[config.mk]
export PLATFORM = sky130hd
export DESIGN_NAME = dmem_arbiter_flat
export DESIGN_NICKNAME = d
export VERILOG_FILES = /design/src/rtl/dmem_arb_pkg.sv /design/src/rtl/dmem_arbiter_if.sv /design/src/rtl/dmem_arb_rr.sv /design/src/rtl/dmem_arbiter.sv /design/src/flat_wrapper.sv
export SDC_FILE = /design/constraint.sdc
export NUM_CORES = 1
export LEC_CHECK = 0
export ABC_CLOCK_PERIOD_IN_PS = 9530
export CAP_MARGIN = 20
export CELL_PAD_IN_SITES_DETAIL_PLACEMENT = 0
export CELL_PAD_IN_SITES_GLOBAL_PLACEMENT = 1
export CORE_ASPECT_RATIO = 0.8
export CORE_MARGIN = 5
export CORE_UTILIZATION = 29
export DETAILED_ROUTE_END_ITERATION = 7
export PLACE_DENSITY_LB_ADDON = 0.1
export SLEW_MARGIN = 0
export SYNTH_ARGS = -nofsm -noshare
export SYNTH_HDL_FRONTEND = slang
export SYNTH_SLANG_ARGS = --single-unit
[constraint.sdc]
create_clock -name clk_i -period 9.53 [get_ports clk_i]
set_clock_uncertainty 0.15 [all_clocks]
set_input_delay 2.859 -clock clk_i [delete_from_list [all_inputs] [get_ports clk_i]]
set_output_delay 2.859 -clock clk_i [all_outputs]
set_load 0.1 [all_outputs]
[src/rtl/dmem_arb_pkg.sv]
// Shared types and constants for the data-memory arbiter: FSM states, port ids
// and the legal memory-latency range.
package dmem_arb_pkg;

   typedef enum logic [1:0] {
      IDLE = 2'd0,
      BUSY = 2'd1,
      RESP = 2'd2
   } state_t;

   typedef enum logic {
      PORT_CPU = 1'b0,
      PORT_DBG = 1'b1
   } port_t;

   localparam int MEM_LAT_DEF = 2;
   localparam int MEM_LAT_MIN = 1;
   localparam int MEM_LAT_MAX = 15;
   // lat_cnt width: wide enough for MEM_LAT_MAX-1
   localparam int LAT_W       = 4;

   function automatic port_t other_port(input port_t p);
      return (p == PORT_CPU) ? PORT_DBG : PORT_CPU;
   endfunction

endpackage

[src/rtl/dmem_arbiter_if.sv]
// Bundle of the CPU, debug and memory-side signals of the data-memory arbiter.
// slave = arbiter side, master = requesters plus the memory itself.
interface dmem_arbiter_if #(
   parameter int ADDR_W = 32,
   parameter int DATA_W = 32
);
   logic              cpu_req_i;
   logic              cpu_we_i;
   logic [ADDR_W-1:0] cpu_addr_i;
   logic [DATA_W-1:0] cpu_wdata_i;
   logic [DATA_W-1:0] cpu_rdata_o;
   logic              cpu_ack_o;
   logic              cpu_stall_o;

   logic              dbg_req_i;
   logic              dbg_we_i;
   logic [ADDR_W-1:0] dbg_addr_i;
   logic [DATA_W-1:0] dbg_wdata_i;
   logic [DATA_W-1:0] dbg_rdata_o;
   logic              dbg_ack_o;

   logic              mem_en_o;
   logic              mem_we_o;
   logic [ADDR_W-1:0] mem_addr_o;
   logic [DATA_W-1:0] mem_wdata_o;
   logic [DATA_W-1:0] mem_rdata_i;

   modport slave (
      input  cpu_req_i, cpu_we_i, cpu_addr_i, cpu_wdata_i,
      output cpu_rdata_o, cpu_ack_o, cpu_stall_o,
      input  dbg_req_i, dbg_we_i, dbg_addr_i, dbg_wdata_i,
      output dbg_rdata_o, dbg_ack_o,
      output mem_en_o, mem_we_o, mem_addr_o, mem_wdata_o,
      input  mem_rdata_i
   );

   modport master (
      output cpu_req_i, cpu_we_i, cpu_addr_i, cpu_wdata_i,
      input  cpu_rdata_o, cpu_ack_o, cpu_stall_o,
      output dbg_req_i, dbg_we_i, dbg_addr_i, dbg_wdata_i,
      input  dbg_rdata_o, dbg_ack_o,
      input  mem_en_o, mem_we_o, mem_addr_o, mem_wdata_o,
      output mem_rdata_i
   );

endinterface

[src/rtl/dmem_arb_rr.sv]
// Two-input round-robin picker: a lone request wins outright, a tie goes to
// the port that was not granted last time. Purely combinational.
module dmem_arb_rr
   import dmem_arb_pkg::*;
(
   input  logic  cpu_req,
   input  logic  dbg_req,
   input  port_t last_grant,
   output port_t winner
);

   always_comb begin
      winner = PORT_CPU;
      if (cpu_req && dbg_req) begin
         winner = other_port(last_grant);
      end else if (dbg_req) begin
         winner = PORT_DBG;
      end
   end

endmodule

[src/rtl/dmem_arbiter.sv]
// Round-robin arbiter/sequencer sharing the single-port data memory between the
// CPU MEM stage and the debug port. DMEM_ARB_PERF_EN adds stall/debug counters.
module dmem_arbiter
   import dmem_arb_pkg::*;
#(
   parameter int ADDR_W  = 32,
   parameter int DATA_W  = 32,
   parameter int MEM_LAT = MEM_LAT_DEF
) (
   input  logic clk_i,
   input  logic rst_i,
`ifdef DMEM_ARB_PERF_EN
   output logic [31:0] perf_stall_o,
   output logic [31:0] perf_dbg_o,
`endif
   dmem_arbiter_if.slave bus
);

   localparam logic [LAT_W-1:0] LAT_LOAD = LAT_W'(MEM_LAT - 1);

   state_t            state_reg, state_next;
   logic [LAT_W-1:0]  lat_cnt_reg, lat_cnt_next;
   port_t             winner_reg, winner_next;
   port_t             last_grant_reg, last_grant_next;
   port_t             rr_winner;
   logic              we_reg, we_next;
   logic [ADDR_W-1:0] addr_reg, addr_next;
   logic [DATA_W-1:0] wdata_reg, wdata_next;
   logic [DATA_W-1:0] cpu_rdata_reg, cpu_rdata_next;
   logic [DATA_W-1:0] dbg_rdata_reg, dbg_rdata_next;

   logic busy;
   logic cpu_ack;
   logic dbg_ack;
   logic cpu_stall;

   dmem_arb_rr u_rr (
      .cpu_req    (bus.cpu_req_i),
      .dbg_req    (bus.dbg_req_i),
      .last_grant (last_grant_reg),
      .winner     (rr_winner)
   );

   always_ff @(posedge clk_i or posedge rst_i) begin
      if (rst_i) begin
         state_reg      <= IDLE;
         lat_cnt_reg    <= '0;
         winner_reg     <= PORT_CPU;
         last_grant_reg <= PORT_DBG;
         we_reg         <= 1'b0;
         addr_reg       <= '0;
         wdata_reg      <= '0;
         cpu_rdata_reg  <= '0;
         dbg_rdata_reg  <= '0;
      end else begin
         state_reg      <= state_next;
         lat_cnt_reg    <= lat_cnt_next;
         winner_reg     <= winner_next;
         last_grant_reg <= last_grant_next;
         we_reg         <= we_next;
         addr_reg       <= addr_next;
         wdata_reg      <= wdata_next;
         cpu_rdata_reg  <= cpu_rdata_next;
         dbg_rdata_reg  <= dbg_rdata_next;
      end
   end

   always_comb begin
      state_next      = state_reg;
      lat_cnt_next    = lat_cnt_reg;
      winner_next     = winner_reg;
      last_grant_next = last_grant_reg;
      we_next         = we_reg;
      addr_next       = addr_reg;
      wdata_next      = wdata_reg;
      cpu_rdata_next  = cpu_rdata_reg;
      dbg_rdata_next  = dbg_rdata_reg;

      case (state_reg)
         IDLE: begin
            if (bus.cpu_req_i || bus.dbg_req_i) begin
               winner_next  = rr_winner;
               lat_cnt_next = LAT_LOAD;
               state_next   = BUSY;
               // Byte offset is dropped at latch time so the memory sees word addresses
               if (rr_winner == PORT_CPU) begin
                  we_next    = bus.cpu_we_i;
                  addr_next  = {bus.cpu_addr_i[ADDR_W-1:2], 2'b00};
                  wdata_next = bus.cpu_wdata_i;
               end else begin
                  we_next    = bus.dbg_we_i;
                  addr_next  = {bus.dbg_addr_i[ADDR_W-1:2], 2'b00};
                  wdata_next = bus.dbg_wdata_i;
               end
            end
         end
         BUSY: begin
            if (lat_cnt_reg == '0) begin
               if (!we_reg) begin
                  if (winner_reg == PORT_CPU) begin
                     cpu_rdata_next = bus.mem_rdata_i;
                  end else begin
                     dbg_rdata_next = bus.mem_rdata_i;
                  end
               end
               state_next = RESP;
            end else begin
               lat_cnt_next = lat_cnt_reg - 1'b1;
            end
         end
         RESP: begin
            last_grant_next = winner_reg;
            state_next      = IDLE;
         end
         default: begin
            state_next = IDLE;
         end
      endcase
   end

   // Memory controls decode straight from state so they fall with an async reset
   assign busy      = (state_reg == BUSY);
   assign cpu_ack   = (state_reg == RESP) && (winner_reg == PORT_CPU);
   assign dbg_ack   = (state_reg == RESP) && (winner_reg == PORT_DBG);
   assign cpu_stall = bus.cpu_req_i & ~cpu_ack;

   assign bus.mem_en_o    = busy;
   assign bus.mem_we_o    = busy & we_reg;
   assign bus.mem_addr_o  = addr_reg;
   assign bus.mem_wdata_o = wdata_reg;

   assign bus.cpu_ack_o   = cpu_ack;
   assign bus.dbg_ack_o   = dbg_ack;
   assign bus.cpu_stall_o = cpu_stall;
   assign bus.cpu_rdata_o = cpu_rdata_reg;
   assign bus.dbg_rdata_o = dbg_rdata_reg;

`ifdef DMEM_ARB_PERF_EN
   // Slot 0 counts stalled cycles, slot 1 counts completed debug accesses
   logic [1:0]  perf_inc;
   logic [31:0] perf_cnt_reg [2];

   assign perf_inc[0] = cpu_stall;
   assign perf_inc[1] = dbg_ack;

   genvar gi;
   for (gi = 0; gi < 2; gi++) begin : g_perf
      always_ff @(posedge clk_i or posedge rst_i) begin
         if (rst_i) begin
            perf_cnt_reg[gi] <= '0;
         end else if (perf_inc[gi] && (perf_cnt_reg[gi] != 32'hFFFF_FFFF)) begin
            perf_cnt_reg[gi] <= perf_cnt_reg[gi] + 32'd1;
         end
      end
   end

   assign perf_stall_o = perf_cnt_reg[0];
   assign perf_dbg_o   = perf_cnt_reg[1];
`endif

endmodule

[src/flat_wrapper.sv]
// flat-port wrapper written by rule: the top's interface ports become plain ports
module dmem_arbiter_flat import dmem_arb_pkg::*;
#(
   parameter int ADDR_W  = 32,
   parameter int DATA_W  = 32,
   parameter int MEM_LAT = MEM_LAT_DEF
)
  (clk_i, rst_i, bus_cpu_req_i, bus_cpu_we_i, bus_cpu_addr_i, bus_cpu_wdata_i, bus_cpu_rdata_o, bus_cpu_ack_o, bus_cpu_stall_o, bus_dbg_req_i, bus_dbg_we_i, bus_dbg_addr_i, bus_dbg_wdata_i, bus_dbg_rdata_o, bus_dbg_ack_o, bus_mem_en_o, bus_mem_we_o, bus_mem_addr_o, bus_mem_wdata_o, bus_mem_rdata_i);
  dmem_arbiter_if #(.ADDR_W(ADDR_W), .DATA_W(DATA_W)) bus_i ();
  input  logic clk_i;
  input  logic rst_i;
  input wire logic [$bits(bus_i.cpu_req_i)-1:0] bus_cpu_req_i;
  input wire logic [$bits(bus_i.cpu_we_i)-1:0] bus_cpu_we_i;
  input wire logic [$bits(bus_i.cpu_addr_i)-1:0] bus_cpu_addr_i;
  input wire logic [$bits(bus_i.cpu_wdata_i)-1:0] bus_cpu_wdata_i;
  output wire logic [$bits(bus_i.cpu_rdata_o)-1:0] bus_cpu_rdata_o;
  output wire logic [$bits(bus_i.cpu_ack_o)-1:0] bus_cpu_ack_o;
  output wire logic [$bits(bus_i.cpu_stall_o)-1:0] bus_cpu_stall_o;
  input wire logic [$bits(bus_i.dbg_req_i)-1:0] bus_dbg_req_i;
  input wire logic [$bits(bus_i.dbg_we_i)-1:0] bus_dbg_we_i;
  input wire logic [$bits(bus_i.dbg_addr_i)-1:0] bus_dbg_addr_i;
  input wire logic [$bits(bus_i.dbg_wdata_i)-1:0] bus_dbg_wdata_i;
  output wire logic [$bits(bus_i.dbg_rdata_o)-1:0] bus_dbg_rdata_o;
  output wire logic [$bits(bus_i.dbg_ack_o)-1:0] bus_dbg_ack_o;
  output wire logic [$bits(bus_i.mem_en_o)-1:0] bus_mem_en_o;
  output wire logic [$bits(bus_i.mem_we_o)-1:0] bus_mem_we_o;
  output wire logic [$bits(bus_i.mem_addr_o)-1:0] bus_mem_addr_o;
  output wire logic [$bits(bus_i.mem_wdata_o)-1:0] bus_mem_wdata_o;
  input wire logic [$bits(bus_i.mem_rdata_i)-1:0] bus_mem_rdata_i;
  assign bus_i.cpu_req_i = bus_cpu_req_i;
  assign bus_i.cpu_we_i = bus_cpu_we_i;
  assign bus_i.cpu_addr_i = bus_cpu_addr_i;
  assign bus_i.cpu_wdata_i = bus_cpu_wdata_i;
  assign bus_cpu_rdata_o = bus_i.cpu_rdata_o;
  assign bus_cpu_ack_o = bus_i.cpu_ack_o;
  assign bus_cpu_stall_o = bus_i.cpu_stall_o;
  assign bus_i.dbg_req_i = bus_dbg_req_i;
  assign bus_i.dbg_we_i = bus_dbg_we_i;
  assign bus_i.dbg_addr_i = bus_dbg_addr_i;
  assign bus_i.dbg_wdata_i = bus_dbg_wdata_i;
  assign bus_dbg_rdata_o = bus_i.dbg_rdata_o;
  assign bus_dbg_ack_o = bus_i.dbg_ack_o;
  assign bus_mem_en_o = bus_i.mem_en_o;
  assign bus_mem_we_o = bus_i.mem_we_o;
  assign bus_mem_addr_o = bus_i.mem_addr_o;
  assign bus_mem_wdata_o = bus_i.mem_wdata_o;
  assign bus_i.mem_rdata_i = bus_mem_rdata_i;
  dmem_arbiter #(.ADDR_W(ADDR_W), .DATA_W(DATA_W), .MEM_LAT(MEM_LAT)) u_core (.clk_i(clk_i), .rst_i(rst_i), .bus(bus_i));
endmodule
# Word-level counts from Yosys, hierarchy flattened
# Cells that the tools add are included.
[totals]
ff_bits = 137
output_inout_bits = 133
inputBits = 166
wordCells = 44
[classes]
addsub = 1
reduce_logical = 12
muxes = 12
eq_ne = 5
n_bitwise = 5
[op_table]
columns = ["op", "n"]
rows = [
  ["$mux 32", 2],
  ["$mux 4", 2],
  ["$pmux 4 s2", 1],
  ["$reduce_and 4->1", 2],
  ["$logic_not 4->1", 1],
  ["$mux 1", 4],
  ["$mux 2", 2],
  ["$ne 2x2->1 const B", 2],
  ["$pmux 2 s2", 1],
  ["$reduce_and 2->1", 2],
  ["$sub 4x1->4 const B", 1],
  ["$logic_and 1x1->1", 3],
  ["$not 1->1", 3],
  ["$reduce_and 3->1", 1],
  ["$and 1x1->1", 2],
  ["$eq 2x1->1 const B", 1],
  ["$eq 2x2->1 const B", 1],
  ["$logic_not 2->1", 1],
  ["$ne 2x1->1 const B", 1],
  ["$reduce_bool 2->1", 1],
  ["$logic_or 1x1->1", 1],
]

# Depth between registers and ports, before layout
# Gate-level depths: netlist of the first run.
[depth]
word_depth = 4
mapped_depth = 6
ltp_nobuf = 5

# Modules after synthesis
# A second synthesis of the first run with hierarchy kept.
[hier_totals]
cells_unflattened = 468
hier_area_um2 = 6122.1
[by_module_without_submodules]
columns = ["mod", "cells_each", "n_inst", "area_per_inst_um2", "seq_area_each_um2"]
rows = [
  ["dmem_arbiter", 467, 1, 6110.9, 3379.5],
  ["dmem_arb_rr", 1, 1, 11.3, 0.0],
]

# Worst setup path after synthesis of the first run
# OpenSTA, ideal clock, no wires.
[synth_path]
path_kind = "input-to-output"
startpoint = "input port bus_cpu_req_i"
endpoint = "output port bus_cpu_stall_o"
path_buffers = 0
required_time_ns = 6.521
stages = 1
path_slack_ns = 2.328
arrival_time_ns = 4.193
path_cell_list = "nor2b_1"
[synth_via]
elab_chain_cells = 1
[synth_lines]
columns = ["item", "line", "rtl"]
rows = [
  ["from (decl)", "flat_wrapper.sv:12", "input wire logic [$bits(bus_i.cpu_req_i)-1:0] bus_cpu_req_i;"],
  ["$and 1x1->1", "dmem_arbiter.sv:125", "assign cpu_stall = bus.cpu_req_i & ~cpu_ack;"],
  ["to (decl)", "flat_wrapper.sv:18", "output wire logic [$bits(bus_i.cpu_stall_o)-1:0] bus_cpu_stall_o;"],
]
# Every way passes these cells.

# Worst setup path after layout of the first run
# Ends and elaborated chain as after synthesis.

==> results of run 1 <==
-- per-stage QoR --
stage	area, sq um	instances	setup slack, ns
after floorplan	5790	538	2.33
after global placement	8910	1059	1.72
after detailed placement	8910	1059	1.73
after CTS	9490	1091	1.73
after global routing	9510	1092	1.68
final	9510	1092	1.72
-- cell usage in the layout, fill, tap and decap left out, types with 3 or more instances in the layout --
| cell type | synthesis | final |
|---|---|---|
| nor2_1 | 5 | 4 |
| nor2b_1 | 4 | 4 |
| mux2_1 | 4 | 4 |
| a31oi_1 | 63 | 63 |
| nand2_1 | 127 | 127 |
| mux2_2 | 61 | 61 |
| dfrtp_1 | 134 | 134 |
| clkdlybuf4s50_1 | 0 | 292 |
| buf_4 | 3 | 8 |
| inv_6 | 0 | 7 |
| clkbuf_16 | 0 | 17 |
| a21oi_1 | 66 | 66 |
| inv_8 | 0 | 3 |
| inv_1 | 4 | 3 |
-- worst max-delay path, delay by kind of cell --
family                 cells  cell delay (ns)
buffers and inverters      2             1.77
and+or+nand+nor            1             0.17
-- logic make-up (layout without fill, tap and decap cells) --
logic type / Yosys count / after routing
and+or+nand+nor: 150 / 150
AOI/OAI and AO/OA: 136 / 136
DFF: 135 / 135
muxes: 67 / 67
buffers and inverters: 47 / 337
adders and majority gates: 1 / 1
other: 1 / 2
-- area by class of cell --
| cell class | instances | area (sq um) |
|---|---|---|
| tap | 264 | 330 |
| multi-input combinational | 356 | 2200 |
| clock inverter | 15 | 154 |
| timing repair buffer | 301 | 3000 |
| fill | 1855 | 10200 |
| clock buffer | 17 | 425 |
| sequential | 135 | 3380 |
| inverter | 4 | 20.0 |
-- layer usage --
| layer | vias up | global-route usage | wire length (microns) |
|---|---|---|---|
| met5 | - | 0 | 0 |
| met4 | 0 | 0.0631 | 451 |
| met2 | 222 | 0.263 | 9080 |
| met3 | 31 | 0.0672 | 1890 |
| met1 | 2500 | 0.208 | 8110 |
| li1 | 2435 | - | - |
-- worst min-delay path by stage --
stage	endpoint	slack, ns	depth (start not counted)
6_report	u_core.bus.dbg_rdata_o[24]	0.33	1
5_1_grt	u_core.bus.cpu_rdata_o[25]	0.37	1
4_1_cts	u_core.bus.dbg_rdata_o[24]	0.34	1
3_5_place_dp	u_core.bus.dbg_rdata_o[24]	0.32	1
3_3_place_gp	u_core.bus.dbg_rdata_o[24]	0.32	1
2_1_floorplan	u_core.lat_cnt_reg[0]	0.32	1
==> flow_summary.json, run 1 <==
{
  "layout.nets": 982,
  "start_util": 0.293,
  "finalSetupTns_ns": 0,
  "row_count": 46,
  "hold_start": "u_core.bus.dbg_rdata_o[24]",
  "via_per_inst": 4.75,
  "synth_top_family_by_area": "compound AO/OA/AOI/OAI gates",
  "synth_top_cell_area_share": 0.579,
  "grt.total_usage": 0.167,
  "synth-edff-count": 0,
  "ys_seq_elements": 135,
  "fmax_ghz": 0.128,
  "status": "complete, no violations",
  "grt_max_degree": 77,
  "crit_path_cell_trace": "clkdlybuf4s50_1, nor2b_1, clkdlybuf4s50_1",
  "first_pass_iters": 4,
  "cpMostUsedCell": "clkdlybuf4s50_1",
  "hold_class": "reg2reg",
  "numCtsBuffers": 17,
  "antenna_found_initial": 0,
  "post_cts_resized": 0,
  "synth-seq-area-share": 0.584,
  "crit_start": "bus_cpu_req_i",
  "finish.utilization": 0.482,
  "routedWlPerCell_microns": 17.9,
  "synth_area_per_cell_sq_um": 10.8,
  "synth_ff_type": "dfrtp_1",
  "ant_nets": 0,
  "totalWireLength_microns": 19500,
  "holdWs_ns": 0.335,
  "routabilityCongestion": 0.780,
  "n_antenna_cell": 0,
  "clkSinkCount": 135,
  "clkTransAtPathRegs_ns": 0.06,
  "critPathCaptureType": "output port",
  "syn_area_sq_um": 5790,
  "rr_startpoint": "u_core.lat_cnt_reg[0]",
  "postCtsHoldBufs": 0,
  "drv_slew": 0,
  "grt_setup_unrepaired": "no",
  "design.core.area_sq_um": 19700,
  "r2r-end": "u_core.bus.dbg_rdata_o[16]",
  "start_kind": "primary input",
  "async_flop_share": 1.00,
  "max_stage_delay_ns": 1.15,
  "drcViolationCount": 0,
  "die-height_microns": 136,
  "boundaryPins": 299,
  "synthTopCellsByArea": "dfrtp_1, mux2_2, nand2_1",
  "cts_tree": "yes",
  "vias": 5188,
  "critPathArrivalTime_ns": 4.80,
  "yosysWarnings": 0,
  "synthToLayoutAreaGrowth_pct": 64.3,
  "slew_headroom": 0.298,
  "min_period_over_period": 0.819,
  "yosysMostFrequentCell": "dfrtp_1",
  "yosys.area_share.simple": 0.109,
  "syn_inst": 537,
  "initialDrtViolationCount": 216,
  "yosys-top-cells-count": "dfrtp_1, nand2_1, a21oi_1",
  "period_needed_ns": 7.81,
  "r2r_cells": 6,
  "synthXorXnorAreaFrac": 0,
  "grt_pass1_wl_microns": 30000,
  "synthMuxAreaShare": 0.130,
  "clk_path_buf_depth": 2,
  "synth_top_area_cell": "dfrtp_1",
  "worst_pin_slew_ns": 1.05,
  "cp.required_ns": 6.52,
  "synth_compound_area_frac": 0.135,
  "dp_hpwl_microns": 13300,
  "cpMaxStageDelayCell": "clkdlybuf4s50_1",
  "layout-drive-gt1-share": 0.134,
  "cp_max_fo": 5,
  "reg2reg_slack_ns": 7.39,
  "synthAdderAreaFrac": 0.00216,
  "clockRootBuffer": "clkbuf_16",
  "endpoint": "bus_cpu_stall_o",
  "die_w_microns": 168,
  "setup_viol": 0,
  "cts.htree.levels": 4,
  "port_buffers": 292,
  "cts_setup_buffers": 0,
  "die_area_sq_um": 22900,
  "grt.overflow.total": 0,
  "clk_latency_ns": 0.41,
  "critPathKind": "in2out",
  "max_cap_viol_count": 0,
  "finalHoldViolations": 0,
  "ys_types": 33,
  "grt_pass1_vias": 5351
}
Power of run 1 is not shown: default switching activity piles up to over one toggle a cycle in this logic, so the estimate is an artifact.
==> run 2: changes to the inputs <==
- ABC_CLOCK_PERIOD_IN_PS: 9530 -> 6460
- CORE_UTILIZATION: 29 -> 26
- clock period: 9.53 -> 6.46 ns (I/O delays scaled with it)
==> flow_summary.json, run 2 (synthesis results as in run 1) <==
{
  "slew_headroom": 0.307,
  "endpoint": "bus_cpu_stall_o",
  "clkTransAtPathRegs_ns": 0.06,
  "postCtsHoldBufs": 0,
  "period_needed_ns": 5.09,
  "clk_latency_ns": 0.41,
  "port_buffers": 292,
  "drv_slew": 0,
  "hold_class": "reg2reg",
  "max_stage_delay_ns": 0.59,
  "setup_viol": 0,
  "max_cap_viol_count": 0,
  "first_pass_iters": 4,
  "finalHoldViolations": 0,
  "routedWlPerCell_microns": 17.6,
  "rr_startpoint": "u_core.state_reg[0]",
  "clockRootBuffer": "clkbuf_16",
  "critPathArrivalTime_ns": 3.00,
  "synthToLayoutAreaGrowth_pct": 66.2,
  "path_depth": 3,
  "grt.total_usage": 0.154,
  "cp_num_buf_inv": 2,
  "post_cts_resized": 0,
  "antenna_found_initial": 0,
  "die_w_microns": 177,
  "boundaryPins": 299,
  "ant_nets": 0,
  "crit_start": "bus_cpu_req_i",
  "final_common_cell": "clkdlybuf4s50_1",
  "critPathCaptureType": "output port",
  "grt_max_degree": 104,
  "start_kind": "primary input",
  "cts_tree": "yes",
  "clkSinkCount": 135,
  "start_util": 0.266,
  "cts.htree.levels": 4,
  "finish.utilization": 0.443,
  "grt.overflow.total": 0,
  "finalSetupTns_ns": 0,
  "status": "complete, no violations",
  "critical-path-top-delay-family": "buffers and inverters",
  "cts_setup_buffers": 0,
  "grt_pass1_wl_microns": 30800,
  "holdWs_ns": 0.337,
  "cp.required_ns": 4.37,
  "die-height_microns": 143,
  "dp_hpwl_microns": 13900,
  "r2r_cells": 4,
  "cp_max_fo": 5,
  "cpMaxStageDelayCell": "clkdlybuf4s50_1",
  "critPathKind": "in2out",
  "layout-drive-gt1-share": 0.135,
  "vias": 5135,
  "n_antenna_cell": 0,
  "final_cell_mix": "clkdlybuf4s50_1, dfrtp_1, nand2_1",
  "grt_setup_unrepaired": "no",
  "fmax_ghz": 0.197,
  "drcViolationCount": 0,
  "die_area_sq_um": 25400,
  "initialDrtViolationCount": 106,
  "r2r-end": "u_core.bus.mem_addr_o[6]",
  "min_period_over_period": 0.788,
  "clk_path_buf_depth": 2,
  "reg2reg_slack_ns": 4.23,
  "worst_pin_slew_ns": 1.04,
  "numCtsBuffers": 17,
  "via_per_inst": 4.55,
  "totalWireLength_microns": 19900,
  "row_count": 48,
  "design.core.area_sq_um": 21700,
  "layout.nets": 982,
  "crit_path_cell_trace": "clkdlybuf4s50_1, nor2b_1, buf_4",
  "routabilityCongestion": 0.752,
  "grt_pass1_vias": 5391
}
==> run 2: cell types whose count changed in the layout (fill, tap and decap cells not counted), sizes merged <==
cell           change
inv                -3
clkdlybuf4s50      -1
buf                +1
bufinv             +3
==> run 2: cell type report <==
| cell class | instances | area, sq um |
|---|---|---|
| clock inverters | 15 | 215 |
| flip-flops and latches | 135 | 3380 |
| well taps | 300 | 375 |
| repair buffers | 301 | 3010 |
| clock buffers | 17 | 425 |
| inverters | 4 | 20.0 |
| fillers | 2059 | 12100 |
| multi-input cells | 356 | 2200 |
==> run 2: per-layer routing <==
layer	track usage	wire length [microns]	up-vias	share of wire
met3	0.0655	1870	11	0.094
li1	-	-	2431	-
met5	0	0	-	0
met1	0.192	8380	2496	0.42
met4	0.0326	197	0	0.0099
met2	0.253	9460	197	0.47
==> run 2: worst min path at each step <==
stage / slack, ns / endpoint / depth (start not counted) / startpoint
after floorplan: 0.32 / u_core.lat_cnt_reg[0] / 1 / u_core.lat_cnt_reg[0]
after global placement: 0.32 / u_core.bus.dbg_rdata_o[24] / 1 / u_core.bus.dbg_rdata_o[24]
after detailed placement: 0.32 / u_core.bus.dbg_rdata_o[25] / 1 / u_core.bus.dbg_rdata_o[25]
after CTS: 0.34 / u_core.bus.dbg_rdata_o[25] / 1 / u_core.bus.dbg_rdata_o[25]
after global routing: 0.37 / u_core.bus.dbg_rdata_o[24] / 1 / u_core.bus.dbg_rdata_o[24]
final: 0.34 / u_core.bus.dbg_rdata_o[25] / 1 / u_core.bus.dbg_rdata_o[25]
==> run 2: stage by stage <==
stage                     area (sq um)  setup WS [ns]  instances
after global placement            8950           1.33       1095
after floorplan                   5790          0.763        538
after detailed placement          8950           1.34       1095
final                             9620           1.37       1128
after CTS                         9590           1.35       1127
after global routing              9620           1.32       1128
Power of run 2 is left out for the same reason.
==> edit 1 (settings of run 2) <==
`wdata_reg` no longer has a reset.
--- a/src/rtl/dmem_arbiter.sv
+++ b/src/rtl/dmem_arbiter.sv
@@ -49,7 +49,6 @@
          last_grant_reg <= PORT_DBG;
          we_reg         <= 1'b0;
          addr_reg       <= '0;
-         wdata_reg      <= '0;
          cpu_rdata_reg  <= '0;
          dbg_rdata_reg  <= '0;
       end else begin
@@ -59,10 +58,13 @@
          last_grant_reg <= last_grant_next;
          we_reg         <= we_next;
          addr_reg       <= addr_next;
-         wdata_reg      <= wdata_next;
          cpu_rdata_reg  <= cpu_rdata_next;
          dbg_rdata_reg  <= dbg_rdata_next;
       end
+   end
+
+   always_ff @(posedge clk_i) begin
+      wdata_reg <= wdata_next;
    end
 
    always_comb begin
Function: changed (a bounded check fails within 4 cycles, from zero or initial values and one cycle with rst_i high).
==> edit 1 against run 2 <==
  * Cell area increased by 1.1%
  * Count of clock-buffer cells in the layout up 2
  * Routed wire length down 3.0%
  * Synthesized cell count fell by 7.1%
  * Maximum frequency grew 1.1%
  * Core utilization fell by 1.0 points
  * Highest routed layer unchanged
  * Area after synthesis grew 2.9%
  * Setup slack gained 0.056 ns
  * Global-route usage is 0.71 points lower
  * Sequential cell count is the same
Power is left out: the tool's default activity adds up to more than one toggle a clock period on the data nets, which glitch-free logic cannot reach.
==> edit 1: results (changes against run 2) <==
- Critical Path Max Stage Delay: 0.56 ns (-0.03 ns)
- Routed vias/inst: 4.28 (-5.9%)
- Grt total ovfl: 0 (unchanged)
- Bufs w/o clock: 298 (-1.0%)
- Worst Setup EP: bus_cpu_stall_o
- GPL Wtd Cong: 0.794 (+5.7%)
- Number of fill cells in the layout: 2168 (+5.3%)
- Cell depth of the worst flop-to-flop path: 5 (+1)
- Met3 wire length: 2.31 mm (+23%)
- DR WL met2: 9.29 mm (-1.8%)
- Largest net degree at the start of global routing: 66 (-37%)
- Post-synth EDFFs: 32 (+32)
- Min-Delay Startpoint: u_core.bus.dbg_rdata_o[30]$_DFFE_PP0P_
- Root Driver: clkbuf_16
- Final-stage net count: 950 (-3.3%)
- Synth cell types: 35 (+6.1%)
- Wl on met1: 7.52 mm (-10%)
- Met1 Usage GRT: 16.6% (-2.6 points)
- All-Layer GR Usage: 14.7% (-0.71 points)
- Worst Hold Path EP: u_core.bus.dbg_rdata_o[30]$_DFFE_PP0P_
- Post-synth ARST share: 76.3% (-24 points)
- Inserted Clock Buffers: 17 (unchanged)
- Mux cell area share after synthesis: 15.9% (+2.9 points)
- Inverter count: 7 (+3)
- Routed len/inst: 17.5 um (-0.66%)
- Fraction of the mapped netlist area in adder cells: 0.420% (+0.20 points)
- Max FO, Critical Path: 4 (-1)
- Multi-input logic cell count: 323 (-9.3%)
- Compound-Gate Fraction of Synth Area: 7.14% (-6.3 points)
- Pre-Repair DR Iteration Count: 5 (+1)
- Flop-to-flop setup slack: 3.92 ns (-0.31 ns)
- DPL Wire Length: 14.0 mm (+0.72%)
- Flip-flop and latch area: 3540 um^2 (+4.7%)
- CP arrival: 2.94 ns (-0.06 ns)
- Fraction of area in multi-input gates: 22.2% (-0.66 points)
- Vias in the first global route: 5262 (-2.4%)
- Post-synth top cells: 162 x nand2_1, 102 x dfrtp_1, 60 x mux2_4
- Non-Clock Buffer Area Fraction: 30.6% (-0.63 points)
- Ratio of cells with drive above 1 in the final layout: 14.2% (+0.69 points)
- Initial DRC count: 125 (+18%)
- Worst-Margin Slew: 1.08 ns (+0.0489 ns)
- Post-CTS resize count: 0 (unchanged)
- Global Route met2 Usage: 24.4% (-0.93 points)
- Ranking of synthesized cells by area: dfrtp_1 43%, edfxtp_1 16%, mux2_4 15%, nand2_1 10%, a31oi_1 3.3%
- Status: complete, no violations
- First-pass GRT wire length: 29.8 mm (-3.1%)
- # clk buffers: 19 (+2)
- Clock network area share: 6.55% (-0.11 points)
- Met3 usage: 7.58% (+1.0 points)
- R2R Path Start: u_core.lat_cnt_reg[0]$_DFFE_PP0P_
- Register area share after synthesis: 59.4% (+1.0 points)
- R2r endpoint: u_core.bus.cpu_rdata_o[13]$_DFFE_PP0P_
edit 1: cell count changes in the layout (fill, tap and decap cells not counted), moves of 3 or more:
cell	delta
edfxtp_1	+32
buf_4	-3
mux2_2	-57
dfrtp_1	-32
mux2_4	+60
nand2_1	+35
mux2_1	-4
a31oi_1	-32
a21oi_1	-32
edit 1: per-stage QoR:
step / std cells / setup WS, ns / instance area [um^2] / hold WS, ns / util (%)
5_1_grt: 1101 / 1.39 / 9720 / 0.365 / 43.2
3_5_place_dp: 1069 / 1.42 / 9080 / 0.342 / 40.4
2_1_floorplan: 500 / 1.10 / 5960 / 0.347 / -
3_3_place_gp: 1069 / 1.42 / 9080 / 0.341 / 40.4
6_report: 1101 / 1.43 / 9720 / 0.354 / 43.2
4_1_cts: 1101 / 1.42 / 9720 / 0.356 / 43.2
edit 1: critical path, delay by kind of cell:
kind | cells | cell delay [ns]
and+or+nand+nor | 1 | 0.15
buffers and inverters | 2 | 0.85
==> edit 2 (flow settings as in run 2) <==
Without the edit above. `DATA_W` is set to 32 in 3 places; all go to 28.
--- a/src/rtl/dmem_arbiter_if.sv
+++ b/src/rtl/dmem_arbiter_if.sv
@@ -2,7 +2,7 @@
 // slave = arbiter side, master = requesters plus the memory itself.
 interface dmem_arbiter_if #(
    parameter int ADDR_W = 32,
-   parameter int DATA_W = 32
+   parameter int DATA_W = 28
 );
    logic              cpu_req_i;
    logic              cpu_we_i;
--- a/src/rtl/dmem_arbiter.sv
+++ b/src/rtl/dmem_arbiter.sv
@@ -4,7 +4,7 @@
    import dmem_arb_pkg::*;
 #(
    parameter int ADDR_W  = 32,
-   parameter int DATA_W  = 32,
+   parameter int DATA_W  = 28,
    parameter int MEM_LAT = MEM_LAT_DEF
 ) (
    input  logic clk_i,
--- a/src/flat_wrapper.sv
+++ b/src/flat_wrapper.sv
@@ -2,7 +2,7 @@
 module dmem_arbiter_flat import dmem_arb_pkg::*;
 #(
    parameter int ADDR_W  = 32,
-   parameter int DATA_W  = 32,
+   parameter int DATA_W  = 28,
    parameter int MEM_LAT = MEM_LAT_DEF
 )
   (clk_i, rst_i, bus_cpu_req_i, bus_cpu_we_i, bus_cpu_addr_i, bus_cpu_wdata_i, bus_cpu_rdata_o, bus_cpu_ack_o, bus_cpu_stall_o, bus_dbg_req_i, bus_dbg_we_i, bus_dbg_addr_i, bus_dbg_wdata_i, bus_dbg_rdata_o, bus_dbg_ack_o, bus_mem_en_o, bus_mem_we_o, bus_mem_addr_o, bus_mem_wdata_o, bus_mem_rdata_i);
Interface: changed (6 resized); port bits go from 299 to 275. No check against the original RTL was run, so the function may have changed too.
==> edit 2 against run 2 <==
  * Core utilization fell by 1.2 points
  * Setup slack improved by 0.017 ns
  * Area after synthesis fell by 6.9%
  * Routed wire length fell by 5.0%
  * Cell count fell by 8.2%
  * Count of clock-buffer cells in the layout rose by 2
  * Cell area fell by 8.2%
  * Sequential cell count fell by 12
  * Largest cell class unchanged
  * Highest routed layer unchanged
Power is left out: the tool's default activity adds up to more than one toggle a clock period on the data nets, which glitch-free logic cannot reach.
==> edit 2: results (changes against run 2) <==
- Largest register FFs: 30
- GPL Wtd Cong: 0.792 (+5.3%)
- Pre-Repair DR Iteration Count: 4 (unchanged)
- Met3 wire length: 1.54 mm (-18%)
- Pre-CTS WS: 1.38 ns (+0.0420 ns)
- Post-synth top cells: 122 x dfrtp_1, 120 x nand2_1, 62 x a21oi_1
- Register area share after synthesis: 57.2% (-1.2 points)
- Routed vias/inst: 4.60 (+1.1%)
- Clk Latency, worst-skew pair: 0.41 ns (about the same)
- Final cell count without fillers: 1036 (-8.2%)
- Ranking of synthesized cells by area: dfrtp_1 57%, nand2_1 8.4%, mux2_2 7.7%, a31oi_1 6.9%, a21oi_1 5.8%
- Uppermost routed layer: met4
- R2R Path Start: u_core.last_grant_reg$_DFFE_PP1N_
- Compound-Gate Fraction of Synth Area: 13.7% (+0.19 points)
- Final-stage net count: 909 (-7.4%)
- Final Max Tran Viols: 0 (unchanged)
- Ratio of cells with drive above 1 in the final layout: 14.1% (+0.55 points)
- Largest net degree at the start of global routing: 69 (-34%)
- Inserted Clock Buffers: 17 (unchanged)
- CP arrival: 2.98 ns (-0.02 ns)
- Wl on met1: 8.08 mm (-3.6%)
- Vias in the first global route: 5005 (-7.2%)
- XOR/XNOR Fraction of Synth Area: 0% (unchanged)
- Initial DRC count: 214 (+100%)
- F_max: 197 MHz (+0.34%)
- Synth Instances: 499 (-7.1%)
- Ant. Diodes: 0 (unchanged)
- Crit path launch type: input pin
- Hold_ws: 0.352 ns (+0.0147 ns)
- WL final: 18.9 mm (-5.0%)
- Status: complete, no violations
- Clock buffer depth: 2 (unchanged)
- Number of fill cells in the layout: 1962 (-4.7%)
- Area post-placement: 8280 um^2 (-7.5%)
- Worst Setup EP: bus_cpu_stall_o
- Post-CTS resize count: 0 (unchanged)
- Flop-to-flop setup slack: 4.29 ns (+0.06 ns)
- Cell depth of the worst flop-to-flop path: 4 (unchanged)
- Synth cell types: 31 (-6.1%)
- CP Launch Point: bus_cpu_req_i
- All-Layer GR Usage: 15.7% (+0.30 points)
- Fraction of the mapped netlist area in adder cells: 0.232% (+0.016 points)
- R2r endpoint: u_core.bus.mem_addr_o[17]$_DFFE_PP0P_
- DR WL met2: 9.06 mm (-4.1%)
- H-Tree Depth: 4 (unchanged)
- DPL Wire Length: 12.9 mm (-7.1%)
- PortBufs: 268 (-8.2%)
- Setup bufs post-CTS: 0 (unchanged)
- Initial antenna violation count: 0 (unchanged)
- Clock slew at reported path FFs: roughly 0.050 ns
- Post-synth ARST share: 100% (unchanged)
- Mux cell area share after synthesis: 13.5% (+0.50 points)
- Worst-Margin Slew: 1.06 ns (+0.0200 ns)
- Class of the worst hold path: flop to flop
- First-pass GRT wire length: 29.3 mm (-4.7%)
- Slowest CP cell: clkdlybuf4s50_1
## edit 2: cell count changes after synthesis, sizes merged, moves of 2 or more
| cell | run 2 | this run |
|---|---|---|
| dfrtp | 134 | 122 |
| buf | 25 | 17 |
| mux2 | 65 | 57 |
| nand2 | 127 | 120 |
| clkbuf | 18 | 24 |
| a21oi | 66 | 62 |
| a31oi | 63 | 59 |
| nand3 | 0 | 2 |
## edit 2: routing by layer
| metal | track usage, % | up-vias |
|---|---|---|
| li1 | - | 2252 |
| met2 | 25.9 | 169 |
| met5 | 0 | - |
| met1 | 19.8 | 2331 |
| met4 | 3.79 | 0 |
| met3 | 5.67 | 14 |
## edit 2: area by class of cell
type	count	area (um^2)	share of cell area [%]
sequential	123	3080	34.9
timing repair buffer	276	2740	31.0
multi-input combinational	332	2110	23.9
clock buffer	19	453	5.13
tap	269	337	3.81
clock inverter	13	95.1	1.08
inverter	4	17.5	0.198
## edit 2: critical path, delay by kind of cell
family	cells	cell delay, ns
buffers and inverters	2	0.88
and+or+nand+nor	1	0.16
